`config.mk`:
```
export PLATFORM = sky130hd
export DESIGN_NAME = sayac_norm_unit_flat
export DESIGN_NICKNAME = d
export VERILOG_FILES = /design/src/rtl/sayac_shu_pkg.sv /design/src/rtl/sayac_norm_unit_if.sv /design/src/rtl/sayac_norm_detect.sv /design/src/rtl/sayac_norm_unit.sv /design/src/flat_wrapper.sv
export SDC_FILE = /design/constraint.sdc
export NUM_CORES = 1
export LEC_CHECK = 0
export CAP_MARGIN = 30
export CORE_MARGIN = 3
export CORE_UTILIZATION = 42
export DETAILED_ROUTE_END_ITERATION = 8
export PLACE_DENSITY = 0.7
export SYNTH_ARGS = -nofsm -noshare
export SYNTH_HDL_FRONTEND = slang
export SYNTH_SLANG_ARGS = --single-unit
```
`constraint.sdc`:
```
create_clock -name clk -period 1.9 [get_ports clk]
set_input_delay 0.19 -clock clk [delete_from_list [all_inputs] [get_ports clk]]
set_output_delay 0.19 -clock clk [all_outputs]
set_load 0.05 [all_outputs]
```
`src/rtl/sayac_shu_pkg.sv`:
```
// sayac_shu_pkg: types and constants shared by the SAYAC shift unit and normalizer.
//   WIDTH   data width
//   CNT_W   signed shift-amount width (negative = left shift)
//   state_t normalizer FSM states
//   neg_amt two's-complement negation of a left-shift count
package sayac_shu_pkg;
   localparam int WIDTH = 16;
   localparam int CNT_W = 5;
   typedef enum logic [1:0] {IDLE, SHIFT, DONE} state_t;
   function automatic logic [CNT_W-1:0] neg_amt(input logic [CNT_W-1:0] count);
      return -count;
   endfunction
endpackage

```
`src/rtl/sayac_norm_unit_if.sv`:
```
// sayac_norm_unit_if: request/result bus of the SAYAC normalizer.
//   start, arith, in_val : request (master -> slave)
//   ready, done, out_val, shamt, zero : status and results (slave -> master)
interface sayac_norm_unit_if;
   import sayac_shu_pkg::*;
   logic             start;
   logic             arith;
   logic [WIDTH-1:0] in_val;
   logic             ready;
   logic             done;
   logic [WIDTH-1:0] out_val;
   logic [CNT_W-1:0] shamt;
   logic             zero;
   modport master (output start, arith, in_val, input ready, done, out_val, shamt, zero);
   modport slave (input start, arith, in_val, output ready, done, out_val, shamt, zero);
endinterface

```
`src/rtl/sayac_norm_detect.sv`:
```
// sayac_norm_detect: combinational normalization tests on the working value.
//   value, arith    : word under test and mode (1 = sign-preserving)
//   normalized      : top bit set (logical) or top two bits differ (arith)
//   degenerate      : word can never normalize (0, or all-ones in arith mode)
//   top_nibble_zero : upper four bits clear; present only with SAYAC_NORM_FAST_EN
module sayac_norm_detect
   import sayac_shu_pkg::*;
(
   input  logic [WIDTH-1:0] value,
   input  logic             arith,
   output logic             normalized,
   output logic             degenerate
`ifdef SAYAC_NORM_FAST_EN
   , output logic           top_nibble_zero
`endif
);
   assign normalized = arith ? value[WIDTH-1] ^ value[WIDTH-2] : value[WIDTH-1];
   assign degenerate = value == '0 || (arith && value == '1);
`ifdef SAYAC_NORM_FAST_EN
   assign top_nibble_zero = value[WIDTH-1 -: 4] == 4'd0;
`endif
endmodule

```
`src/rtl/sayac_norm_unit.sv`:
```
// sayac_norm_unit: multi-cycle left normalizer returning the shift used as a
// negative amount in the shift unit's signed encoding.
//   clk   : rising-edge clock
//   rst_n : asynchronous active-low reset
//   bus   : sayac_norm_unit_if.slave request/result bus
// Optional SAYAC_NORM_FAST_EN: logical operands with a clear top nibble move
// four bits per cycle; results are identical, only latency shrinks.
module sayac_norm_unit
   import sayac_shu_pkg::*;
(
   input logic               clk,
   input logic               rst_n,
   sayac_norm_unit_if.slave  bus
);
   state_t           state, next;
   logic [WIDTH-1:0] work;
   logic [CNT_W-1:0] cnt;
   logic             mode, normalized, degenerate, accept, step, big;
`ifdef SAYAC_NORM_FAST_EN
   logic             top_nibble_zero;
`endif
   sayac_norm_detect u_detect (
      .value(work), .arith(mode), .normalized(normalized), .degenerate(degenerate)
`ifdef SAYAC_NORM_FAST_EN
      , .top_nibble_zero(top_nibble_zero)
`endif
   );
   // ready drops during the done pulse so a new request lands the cycle after it
   assign bus.ready = state == IDLE && !bus.done;
   assign accept = bus.start && bus.ready;
   assign step = state == SHIFT && !normalized && !degenerate;
`ifdef SAYAC_NORM_FAST_EN
   // a non-degenerate logical word with a clear top nibble is nonzero below it
   assign big = !mode && top_nibble_zero && cnt <= CNT_W'(11);
`else
   assign big = 1'b0;
`endif
   always_ff @(posedge clk or negedge rst_n)
      if (!rst_n) state <= IDLE;
      else state <= next;
   always_comb begin
      next = state;
      case (state)
         IDLE:    next = accept ? SHIFT : IDLE;
         SHIFT:   next = step ? SHIFT : DONE;
         default: next = IDLE;
      endcase
   end
   always_ff @(posedge clk or negedge rst_n)
      if (!rst_n) begin
         work        <= '0;
         cnt         <= '0;
         mode        <= 1'b0;
         bus.done    <= 1'b0;
         bus.out_val <= '0;
         bus.shamt   <= '0;
         bus.zero    <= 1'b0;
      end else begin
         bus.done <= 1'b0;
         if (accept) begin
            work     <= bus.in_val;
            mode     <= bus.arith;
            cnt      <= '0;
            bus.zero <= 1'b0;
         end else if (step) begin
            work <= big ? work << 4 : work << 1;
            cnt  <= cnt + (big ? CNT_W'(4) : CNT_W'(1));
         end else if (state == DONE) begin
            // degenerate words never shift, so cnt is 0 and work is the operand
            bus.out_val <= work;
            bus.shamt   <= neg_amt(cnt);
            bus.zero    <= degenerate;
            bus.done    <= 1'b1;
         end
      end
endmodule

```
`src/flat_wrapper.sv`:
```
// flat-port wrapper written by rule: the top's interface ports become plain ports
module sayac_norm_unit_flat import sayac_shu_pkg::*;
  (clk, rst_n, bus_start, bus_arith, bus_in_val, bus_ready, bus_done, bus_out_val, bus_shamt, bus_zero);
  sayac_norm_unit_if bus_i ();
  input logic clk;
  input logic rst_n;
  input wire logic [$bits(bus_i.start)-1:0] bus_start;
  input wire logic [$bits(bus_i.arith)-1:0] bus_arith;
  input wire logic [$bits(bus_i.in_val)-1:0] bus_in_val;
  output wire logic [$bits(bus_i.ready)-1:0] bus_ready;
  output wire logic [$bits(bus_i.done)-1:0] bus_done;
  output wire logic [$bits(bus_i.out_val)-1:0] bus_out_val;
  output wire logic [$bits(bus_i.shamt)-1:0] bus_shamt;
  output wire logic [$bits(bus_i.zero)-1:0] bus_zero;
  assign bus_i.start = bus_start;
  assign bus_i.arith = bus_arith;
  assign bus_i.in_val = bus_in_val;
  assign bus_ready = bus_i.ready;
  assign bus_done = bus_i.done;
  assign bus_out_val = bus_i.out_val;
  assign bus_shamt = bus_i.shamt;
  assign bus_zero = bus_i.zero;
  sayac_norm_unit u_core (.clk(clk), .rst_n(rst_n), .bus(bus_i));
endmodule
```
======== Word level (Yosys, flattened, before mapping) ========
Index checks and enable logic that the tools add are counted.
operators by class
  multiplexer cells ....................... 14
  add/sub/neg operators ................... 2
  bitwise gates (word level) .............. 3
  reduce and logical (&&, ||, !) cells .... 15
  equal/unequal tests ..................... 4
operator list
  kind                    count
  $mux W16                2
  $eq A16 B16 Y1 const B  1
  $logic_not A16 Y1       1
  $mux W5                 2
  $mux W1                 8
  $add A5 B1 Y5 const B   1
  $logic_and A1 B1 Y1     5
  $neg A5 Y5              1
  $pmux W2 S2             1
  $reduce_bool A2 Y1      2
  $logic_not A1 Y1        3
  $reduce_and A3 Y1       1
  $eq A2 B1 Y1 const B    1
  $eq A2 B2 Y1 const B    1
  $logic_not A2 Y1        1
  $mux W2                 1
  $ne A2 B1 Y1 const B    1
  $not A1 Y1              2
  $reduce_and A2 Y1       1
  $logic_or A1 B1 Y1      1
  $xor A1 B1 Y1           1
storage, ports and cells
  input port bits ......................... 20
  bits in registers ....................... 47
  output and inout bits ................... 24
  logic and storage cells ................. 46

======== Logic depth before layout (Yosys ltp) ========
  word-level depth ........................ 7
  mapped depth ............................ 8
  depth with buffers taken out ............ 6

======== By module ========
From an unflattened synthesis, not the netlist that was laid out.
unflattened totals
  cell total of the unflattened synthesis .. 203
  area total of the unflattened synthesis .. 2028.2 µm²
by module, submodules not included
  module             cells each  area an instance (µm²)  seq. area each (µm²)  instances
  sayac_norm_unit    186         1918.1                  1176.1                1
  sayac_norm_detect  17          110.1                   0.0                   1

======== Worst setup path before layout ========
Ideal clock, no wire load.
  path kind ............................... flip-flop to flip-flop
  start point ............................. reg u_core.bus.done
  end point ............................... reg u_core.cnt[2]
  path slack .............................. -0.188 ns
  data required time ...................... 1.771 ns
  buffers on the path ..................... 1
  stages on the path, launching flop included .. 6
  arrival ................................. 1.959 ns
  library setup time ...................... 0.129 ns
  clock period less this slack ............ 2.088 ns
  path through ............................ dfrtp_1 -> nor3_1 -> clkbuf_1 -> nand2_1 -> nand2_1 -> mux2i_1
between the ends
  cells in the longest elaborated chain, start to end .. 4
  elaborated cells between the ends (all ways) .. 5
  those cells by class .................... mux (1); reduce/logical (4)
ends and longest elaborated chain
  what                                                  RTL line                  text
  start: declaration                                    sayac_norm_unit_if.sv:15  modport slave (input start, arith, in_val, output ready, done, out_val, shamt, zero);
  start signal: assignment                              sayac_norm_unit.sv:54     bus.done <= 1'b0;
  start signal: assignment                              sayac_norm_unit.sv:59     bus.done <= 1'b0;
  start signal: assignment                              sayac_norm_unit.sv:73     bus.done <= 1'b1;
  $logic_not A1 Y1 *                                    sayac_norm_unit.sv:29     assign bus.ready = state == IDLE && !bus.done;
  $logic_and A1 B1 Y1 *                                 sayac_norm_unit.sv:29
  net bus_ready                                         flat_wrapper.sv:10        output wire logic [$bits(bus_i.ready)-1:0] bus_ready;
  $logic_and A1 B1 Y1 *                                 sayac_norm_unit.sv:30     assign accept = bus.start && bus.ready;
  $mux W5 / $reduce_bool A2 Y1 (equally long branches)  n/a
  end signal: assignment                                sayac_norm_unit.sv:67     cnt <= cnt + (big ? CNT_W'(4) : CNT_W'(1));
  end: declaration                                      sayac_norm_unit.sv:17     logic [CNT_W-1:0] cnt;
Mark *: on every way through the listed nets, which the timed path passes. The rest lies on a longest branch.
A chain may end at the register's enable or synchronous reset.

======== Final worst setup path ========
  start point ............................. reg u_core.work[14]
  end point ............................... reg u_core.work[2]
between the ends
  cells in the longest elaborated chain, start to end .. 6
  elaborated cells between the ends (all ways) .. 11
  those cells by class .................... eq/ne (1); mux (1); bitwise (1); reduce/logical (8)
ends and longest elaborated chain
  what                                                            RTL line                                          text
  start: declaration                                              sayac_norm_unit.sv:16                             logic [WIDTH-1:0] work;
  start signal: assignment                                        sayac_norm_unit.sv:61                             work <= bus.in_val;
  start signal: assignment                                        sayac_norm_unit.sv:66                             work <= big ? work << 4 : work << 1;
  $eq A16 B16 Y1 / $xor A1 B1 Y1 (equally long branches)          sayac_norm_detect.sv:18, sayac_norm_detect.sv:17
  $logic_and A1 B1 Y1 / $mux W1 (equally long branches)           sayac_norm_detect.sv:18, sayac_norm_detect.sv:17
  $logic_or A1 B1 Y1 / $logic_not A1 Y1 (equally long branches)   sayac_norm_detect.sv:18, sayac_norm_unit.sv:31
  $logic_not A1 Y1 / $logic_and A1 B1 Y1 (equally long branches)  sayac_norm_unit.sv:31                             assign step = state == SHIFT && !normalized && !degenerate;
  $logic_and A1 B1 Y1 *                                           sayac_norm_unit.sv:31
  $reduce_bool A2 Y1 (no source line) *                           n/a
Every way passes the cells marked *; elsewhere a longest branch is shown, timed or not.

==> flow_metrics.env <==
export IMPL_status="complete, no violations"
export IMPL_yosysSeqAreaShare_pct=55.7
export IMPL_crit_path_end_kind="flop"
export IMPL_finClkSkew_ns=0.0100
export IMPL_fin_ws_ns=0.0443
export IMPL_die_height_um=76.9
export IMPL_min_to="u_core.mode"
export IMPL_syn_nets=226
export IMPL_grt_setup_unrepaired="yes"
export IMPL_grt_max_degree=48
export IMPL_mostFrequentLayoutCell="nand2_1"
export IMPL_rows=25
export IMPL_finalNetCount=295
export IMPL_ys_types=33
export IMPL_synth_cell_area_sq_um=2110
export IMPL_hold_depth=3
export IMPL_drive_gt1_share_pct=21.0
export IMPL_drc=0
export IMPL_postLayoutCoreUtil_pct=61.8
export IMPL_finalWirelength_um=5020
export IMPL_cp_top_family="compound AO/OA/AOI/OAI gates"
export IMPL_finalHoldViolCount=0
export IMPL_initial_utilization_pct=44.1
export IMPL_overflow=0
export IMPL_ys_ff_latch=47
export IMPL_synth_ff_type="dfrtp_1"
export IMPL_drtIter0Drc=88
export IMPL_p_clk_share_pct=13.0
export IMPL_cp_slowest_cell="dfrtp_1"
export IMPL_dpl_cell_area_sq_um=2780
export IMPL_max_stage_delay_ns=0.40
export IMPL_register_area_sq_um=1180
export IMPL_wl_per_cell_um=14.8
export IMPL_worst_pin_slew_ns=0.586
export IMPL_antenna_found_initial=0
export IMPL_pin_count=44
export IMPL_slew_headroom_pct=60.9
export IMPL_grt_pass1_wl_um=8490
export IMPL_worst_ir_drop_vdd_mv=0.785
export IMPL_most_common_layout_cells="nand2_1 (60), dfrtp_1 (46), clkdlybuf4s50_1 (41)"
export IMPL_hp_class="input pin to flop"
export IMPL_hpwl_um=3540
export IMPL_reg2reg_depth=6
export IMPL_place_congestion=0.804
export IMPL_synthArstFlopShare_pct=100
export IMPL_critPathRequiredTime_ns=2.09
export IMPL_clk_pin_slew_ns=0.09
export IMPL_fillers=428
export IMPL_comb_power_share_pct=56.1
export IMPL_clock_path_buffers=2
export IMPL_cts_root_buf="clkbuf_8"
export IMPL_drv_cap=0
export IMPL_min_period_ns=1.86
export IMPL_power_leakage_nw=1.46
export IMPL_io_buffers=43
export IMPL_synth_edff_count=0
export IMPL_final_cells=339
export IMPL_fmax_mhz=539
export IMPL_powerDensity_nw_per_um2=1900
export IMPL_rr_endpoint="u_core.work[2]"
export IMPL_numCtsBuffers=5
export IMPL_vias=1714
export IMPL_diodes=0
export IMPL_crit_chain="inv_1 > ha_1 > a211oi_4 > a31oi_4 > buf_4 > a221o_2"
export IMPL_design_area_sq_um=2960
export IMPL_p_int_mw=3.17
export IMPL_critPathBufInv=2
export IMPL_finalMaxSlewViolations=0
export IMPL_yosys_area_top_type="dfrtp_1"
export IMPL_avgSynthCellArea_sq_um=10.5
export IMPL_synth_cells=202
export IMPL_cts_htree_levels=2
export IMPL_die_w_um=76.9
export IMPL_die_area_sq_um=5920
export IMPL_dp_cells=327
export IMPL_multi_input_comb_area_sq_um=893
export IMPL_crit_path_start_kind="flop"
export IMPL_synth_area_top_cells="dfrtp_1 (56%), nand2_1 (11%), and3_1 (4.7%)"
export IMPL_yosysWarnings=0
export IMPL_grt_usage_pct=18.0
export IMPL_arrival_ns=2.04
export IMPL_worstPathMaxFanout=5
export IMPL_vias_per_cell=5.06
export IMPL_worstSkewPairLatency_ns=0.30
export IMPL_worstSetupPathType="flop to flop"
export IMPL_p_seq_share_pct=30.9
export IMPL_design_power_total_mw=5.60
export IMPL_setup_violations=0
export IMPL_syn2layout_area_growth_pct=40.0
export IMPL_core_area_sq_um=4790
export IMPL_place_ws_ns=0.0483
export IMPL_cts_tree="done"
export IMPL_holdWs_ns=0.444
export IMPL_ant_nets=0
export IMPL_r2r_setup_slack_ns=0.04
export IMPL_drt_first_pass_iters=4
export IMPL_fin_crit_sh_pct=97.7
export IMPL_numClockSinks=47
export IMPL_swShare_pct=43.4
export IMPL_first_global_vias=1803
export IMPL_reg2reg_from="u_core.work[14]"
export IMPL_synth_top_area_share_pct=55.7
export IMPL_tns_ns=0
export IMPL_hp_start="bus_arith"
export IMPL_netSwitchingPower_mw=2.43
worst min-delay path, stage by stage:
cell and delay [ns]:
clkdlybuf4s50_1 0.41, nand2_1 0.06, nand2_1 0.04
timing repair:
action,CTS,global route
hold endpoints to repair,47,0
setup endpoints to repair,0,19
setup buffers,0,1
gates resized for setup,0,8
hold buffers,1,0
logic make-up after synthesis:
| family | Yosys count | synth area share (%) |
|---|---|---|
| and+or+nand+nor | 101 | 22.8 |
| adders and majority gates | 4 | 2.37 |
| buffers and inverters | 17 | 4.32 |
| muxes | 4 | 1.95 |
| xor gates and xnor gates | 3 | 1.24 |
| DFF | 47 | 55.7 |
| AOI/OAI and AO/OA | 26 | 11.6 |
power by group through the flow:
stage / logic, mW / registers (mW) / clock network, mW
floorplan: 1.20 / 2.45 / 0
global placement: 2.98 / 1.72 / 0
detailed placement: 3.02 / 1.74 / 0
CTS: 3.04 / 1.72 / 0.749
global route: 3.40 / 1.81 / 0.788
finish: 3.14 / 1.73 / 0.727
worst max path at each step:
stage,from,endpoint,cells after the start
floorplan,u_core.work[13],u_core.work[10],7
global placement,u_core.work[15],u_core.work[3],5
detailed placement,u_core.work[15],u_core.work[5],7
CTS,u_core.work[15],u_core.work[5],7
global route,u_core.work[15],u_core.work[14],5
finish,u_core.work[14],u_core.work[2],6
Yosys cell counts (2+ instances only):
library cell / count
nand2b_1: 2
dfrtp_1: 47
and3_2: 2
clkbuf_1: 5
o21ai_0: 7
inv_1: 5
mux2i_1: 3
buf_6: 2
nor4_1: 2
a221o_1: 7
buf_1: 2
a221o_2: 8
nor3_1: 3
and3_1: 16
xor2_1: 3
nand4_1: 9
ha_1: 4
nand2_1: 60
state kept, by name, summed over array words and instances, names as in the netlist:
name                flops
u_core.bus.out_val     16
u_core.work            16
u_core.bus.shamt        5
u_core.cnt              5
u_core.state            2
u_core.bus.done         1
u_core.bus.zero         1
u_core.mode             1
per-layer routing:
layer | vias up | wire length (um) | GRT usage [%]
met2 | 43 | 2420 | 28.6
met1 | 810 | 2330 | 23.8
met5 | - | 0 | 0
met4 | 0 | 87 | 7.61
met3 | 9 | 184 | 3.99
li1 | 852 | - | -
cell type report:
type / count / area share (%)
clock buffer: 5 / 2.33
tap: 67 / 2.84
multi-input combinational: 139 / 30.2
clock inverter: 3 / 1.48
timing repair buffer: 72 / 22.6
sequential: 47 / 39.8
inverter: 6 / 0.762
No activity file was read; power rests on OpenSTA's default activity.
